File: src/rtl/mos_strength_pkg.sv
// Shared strength-bus types: driver strength enum, receiver FSM states and
// the pairwise strength resolution used to fold all drivers onto one net.
package mos_strength_pkg;

    typedef enum logic [1:0] {
        ST0 = 2'b00,
        ST1 = 2'b01,
        STZ = 2'b10,
        STX = 2'b11
    } t_strength;

    typedef enum logic [1:0] {
        S_FLOAT  = 2'b00,
        S_DRIVEN = 2'b01,
        S_KEEP   = 2'b10,
        S_CONT   = 2'b11
    } t_rx_state;

    // Associative merge: folding every driver from STZ gives the net value.
    function automatic t_strength strength_resolve(input t_strength a, input t_strength b);
        if (a == STZ) return b;
        if (b == STZ) return a;
        if (a == b)   return a;
        return STX;
    endfunction

endpackage

File: src/rtl/mos_strength_filter.sv
// Glitch filter: registers the resolved net and raises accept_c once a
// candidate has been stable for FILT samples and differs from the accepted value.
module mos_strength_filter
    import mos_strength_pkg::*;
#(
    parameter int unsigned FILT = 2
) (
    input  logic      clk,
    input  logic      rst,
    input  t_strength net_c,
    input  t_strength accepted,
    output t_strength samp,
    output logic      accept_c
);

    localparam int unsigned CW = $clog2(FILT + 1);

    logic [CW-1:0] stab_cnt;

    // stab_cnt restarts at 1 on a new sample and saturates at FILT.
    always_ff @(posedge clk) begin
        if (rst) begin
            samp     <= STZ;
            stab_cnt <= '0;
        end else begin
            samp <= net_c;
            if (net_c != samp) begin
                stab_cnt <= CW'(1);
            end else if (stab_cnt != CW'(FILT)) begin
                stab_cnt <= stab_cnt + CW'(1);
            end
        end
    end

    assign accept_c = (stab_cnt == CW'(FILT)) && (samp != accepted);

endmodule

File: src/rtl/mos_strength_receiver.sv
// Strength-bus receiver: resolves all drivers, filters glitches and holds the
// last driven level through float periods with a timed bus-keeper.
module mos_strength_receiver
    import mos_strength_pkg::*;
#(
    parameter int unsigned N_DRV       = 4,
    parameter int unsigned FILT        = 2,
    parameter int unsigned KEEP_CYCLES = 8
) (
    input  logic                   clk,
    input  logic                   rst,
    input  logic [N_DRV-1:0][1:0]  drv_i,
    input  logic                   keeper_en,
    output t_strength              resolved_o,
    output logic                   level_o,
    output logic                   valid_o,
    output logic                   contention_o,
    output logic                   float_timeout_o,
    output logic                   change_o
);

    localparam int unsigned KW = $clog2(KEEP_CYCLES + 1);

    t_strength     net_c;
    t_strength     samp;
    logic          accept_c;
    t_rx_state     state;
    logic [KW-1:0] keep_cnt;

    always_comb begin
        net_c = STZ;
        for (int i = 0; i < N_DRV; i++) begin
            net_c = strength_resolve(net_c, t_strength'(drv_i[i]));
        end
    end

    mos_strength_filter #(
        .FILT (FILT)
    ) u_filter (
        .clk      (clk),
        .rst      (rst),
        .net_c    (net_c),
        .accepted (resolved_o),
        .samp     (samp),
        .accept_c (accept_c)
    );

    // Acceptance outranks keeper expiry; a dropped keeper_en ends the hold silently.
    always_ff @(posedge clk) begin
        if (rst) begin
            state           <= S_FLOAT;
            keep_cnt        <= '0;
            resolved_o      <= STZ;
            level_o         <= 1'b0;
            valid_o         <= 1'b0;
            contention_o    <= 1'b0;
            float_timeout_o <= 1'b0;
            change_o        <= 1'b0;
        end else begin
            float_timeout_o <= 1'b0;
            change_o        <= 1'b0;
            if (accept_c) begin
                resolved_o   <= samp;
                contention_o <= (samp == STX);
                keep_cnt     <= '0;
                case (samp)
                    ST0, ST1: begin
                        state    <= S_DRIVEN;
                        level_o  <= (samp == ST1);
                        change_o <= ((samp == ST1) != level_o);
                        valid_o  <= 1'b1;
                    end
                    STX: begin
                        state   <= S_CONT;
                        valid_o <= 1'b0;
                    end
                    default: begin
                        if (state == S_DRIVEN && keeper_en) begin
                            state <= S_KEEP;
                        end else begin
                            state   <= S_FLOAT;
                            valid_o <= 1'b0;
                        end
                    end
                endcase
            end else if (state == S_KEEP) begin
                if (!keeper_en) begin
                    state    <= S_FLOAT;
                    valid_o  <= 1'b0;
                    keep_cnt <= '0;
                end else if (keep_cnt == KW'(KEEP_CYCLES - 1)) begin
                    state           <= S_FLOAT;
                    valid_o         <= 1'b0;
                    float_timeout_o <= 1'b1;
                    keep_cnt        <= '0;
                end else begin
                    keep_cnt <= keep_cnt + KW'(1);
                end
            end
        end
    end

endmodule

File: config.mk
export PLATFORM = sky130hd
export DESIGN_NAME = mos_strength_receiver
export DESIGN_NICKNAME = d
export VERILOG_FILES = /design/src/rtl/mos_strength_pkg.sv /design/src/rtl/mos_strength_filter.sv /design/src/rtl/mos_strength_receiver.sv
export SDC_FILE = /design/constraint.sdc
export NUM_CORES = 1
export LEC_CHECK = 0
export BUFFER_PORTS_ARGS = -buffer_cell sky130_fd_sc_hd__buf_4
export CAP_MARGIN = 20
export CORE_MARGIN = 1
export CORE_UTILIZATION = 49
export CTS_CLUSTER_DIAMETER = 150
export CTS_CLUSTER_SIZE = 12
export DETAILED_ROUTE_END_ITERATION = 10
export HOLD_SLACK_MARGIN = 0.03
export PLACE_DENSITY = 0.72
export SYNTH_ARGS = -nofsm -noshare
export SYNTH_HDL_FRONTEND = slang
export SYNTH_SLANG_ARGS = --single-unit
export TNS_END_PERCENT = 30
File: constraint.sdc
create_clock -name clk -period 4.9 [get_ports clk]
set_clock_uncertainty 0.15 [all_clocks]
set_input_delay 1.225 -clock clk [delete_from_list [all_inputs] [get_ports clk]]
set_output_delay 1.225 -clock clk [all_outputs]
set_load 0.02 [all_outputs]
==> results.py <==
metrics = {
    "critical_path": {
        "critPathArrivalTime_ns": 3.07,
        "crit_path_frequent_cell": "mux2i_1",
        "crit_type": "input port to flip-flop",
        "cp-end-kind": "flip-flop",
        "cpPeakStageDelay_ns": 0.39,
        "path_max_fanout": 4,
        "critPathTopFamily": "compound AO/OA/AOI/OAI gates",
        "path_buf_inv": 2,
        "crit_required_ns": 4.94,
        "slowest_stage": "o41a_1",
        "start_kind": "input port",
        "path_cells": "buf_4, inv_1, ha_1, mux2i_1, mux2i_1, a211o_1, o31a_1, and4_4, o41a_1",
    },
    "timing": {
        "worst_slew_margin_rel_pct": 62.2,
        "tns_ns": 0,
        "setup_violations": 0,
        "grt_setup_unrepaired": "false",
        "max_slew.worst_pin.slew_ns": 0.563,
        "finalCriticalPeriod_ns": 3.03,
        "hold_viol_final": 0,
        "fmax_mhz": 330,
        "finalCritPeriodShare_pct": 61.9,
        "slew_viol_final": 0,
    },
    "detailed_routing": {
        "wl_per_cell_um": 10.9,
        "vias_per_cell": 5.31,
        "routed_wl_mm": 1.70,
        "drtIter0Drc": 8,
        "firstDrtPassIters": 4,
        "via_count": 828,
        "route.detailed.drc": 0,
        "ant_nets": 0,
    },
    "clock_network": {
        "cts_hold_buf": 0,
        "cts_buffers": 3,
        "cts_sinks": 17,
        "cts-htree-levels": 1,
        "cts_buffer_depth": 2,
        "cts_tree": "built",
        "worstSkewPairLatency_ns": 0.29,
        "clk_pin_slew_ns": 0.10,
        "cts_setup_buffers": 0,
        "root_buffer": "clkbuf_4",
        "cts_resized": 0,
    },
    "logic_synthesis": {
        "synth_cell_types": 32,
        "synth_top_area_share_pct": 36.9,
        "yosysMostFrequentCell": "dfxtp_1",
        "synth_flop_cell": "dfxtp_1",
        "async_flop_share_pct": 0,
        "synth_area_leaders": "dfxtp_1 37%, a21oi_1 5.4%, mux2i_1 5.4%",
        "yosysTopAreaCell": "dfxtp_1",
        "ys_seq_elements": 17,
        "yosysWarnings": 0,
        "syn_area_um2": 922,
        "avgSynthCellArea_um2": 8.09,
        "syn_inst": 114,
        "synth_common_cells": "17 x dfxtp_1, 13 x nor2_1, 10 x a21oi_1",
        "synth_nets": 128,
        "ys_seq_area_share_pct": 36.9,
        "synth-edff-count": 0,
    },
    "status": {
        "status": "complete, no violations",
    },
    "floorplanning": {
        "die_area_um2": 2060,
        "ios": 18,
        "die_w_um": 45.4,
        "initial_core_util_pct": 52.8,
        "core.rowCount": 15,
        "coreArea_um2": 1750,
        "fp.dieH_um": 45.4,
    },
    "global_route": {
        "antenna_found_initial": 0,
        "grt_pass1_wl_mm": 2.77,
        "overflow": 0,
        "grt_max_degree": 12,
        "grt_pass1_vias": 693,
        "track_usage_pct": 18.5,
    },
    "power_and_ir_drop": {
        "p_leak_nw": 0.448,
        "total_power_mw": 0.260,
        "irDropWorstVdd_mv": 0.184,
        "powerDensity_nw_per_um2": 237,
    },
    "hold_path": {
        "hold_class": "flip-flop to flip-flop",
    },
    "run": {
        "maxCapViolations": 0,
    },
    "placed_design": {
        "place_congestion": 0.850,
        "io_buffers": 17,
        "hpwl_mm": 1.33,
    },
    "cells_and_area": {
        "nets": 146,
        "antenna_cells": 0,
        "area_delta_synth_final_pct": 18.6,
        "layout-drive-gt1-share_pct": 17.6,
    },
}
[cell families after synthesis]
family | share of synthesized area, %
xor gates and xnor gates | 6.65
and+or+nand+nor | 28.2
muxes | 5.43
AOI/OAI and AO/OA | 13.8
DFF | 36.9
buffers and inverters | 4.88
adders and majority gates | 4.07
[stage by stage]
stage	cell area, um^2	setup WS (ns)	util [%]	std cells	hold slack (ns)
final	1090	1.87	62.7	156	0.320
after global routing	1090	1.80	62.7	156	0.351
after CTS	1090	1.87	62.7	156	0.321
after detailed placement	1070	1.55	61.1	152	0.305
after global placement	1070	1.60	61.1	152	0.307
after floorplan	922	1.75	-	114	0.281
[path summary, 6_finish.rpt]
path                                  startpoint              endpoint  slack (ns)  depth (start not counted)
worst max register to register  u_filter.samp[1]       float_timeout_o        3.04                          4
worst min-delay path                 keep_cnt[3]       float_timeout_o        0.32                          1
worst max-delay path                    drv_i[0]  u_filter.stab_cnt[0]        1.87                          9
worst min register to register       keep_cnt[3]       float_timeout_o        0.32                          1
[placed cells by master (no fill, tap or decap), types with 2 or more instances in the layout]
cell type and n:
nor4_1 2, ha_1 3, nor2b_1 4, nand2_1 7
buf_4 17, xnor2_1 4, nor2_1 13, mux2i_1 5
clkbuf_4 3, nand3_1 3, xor2_1 3, nor3_1 6
nor3b_1 2, nor4b_1 2, dfxtp_1 17, a21oi_1 10
nand2b_1 4, or3_1 2, o21ai_1 2, inv_1 7
o21ai_0 3
[state kept, by name, summed over array words and instances (netlist names)]
signal             count
float_timeout_o        1
change_o               1
state                  2
u_filter.samp          2
resolved_o             2
u_filter.stab_cnt      2
keep_cnt               4
level_o                1
valid_o                1
contention_o           1
[worst reg2reg max path, stage by stage (launching register included)]
cell and delay (ns):
dfxtp_1 0.50, xor2_1 0.11, o21ai_1 0.48, nand2_1 0.25, nor4_1 0.28
[where the power goes]
part | switching, mW | total (mW) | internal (mW) | leakage (nW)
combinational | 0.0208 | 0.0401 | 0.0193 | 0.292
sequential | 0.00424 | 0.146 | 0.142 | 0.138
clock | 0.0431 | 0.0735 | 0.0304 | 0.0177
[cell type report]
cell class | count | area, um^2
inverters | 8 | 30.0
multi-input cells | 85 | 537
clock inverters | 1 | 5.00
fillers | 170 | 652
repair buffers | 17 | 128
well taps | 25 | 31.3
clock buffers | 3 | 22.5
flip-flops and latches | 17 | 340
[metal layers]
| metal | global-route usage, % | up-vias | part of all wire [%] |
|---|---|---|---|
| met1 | 24.4 | 384 | 50 |
| met4 | 3.64 | 0 | 0.59 |
| met5 | 0 | - | 0 |
| met2 | 28.9 | 12 | 45 |
| li1 | - | 430 | - |
| met3 | 7.14 | 2 | 3.9 |
No activity file was read; power rests on OpenSTA's default activity.
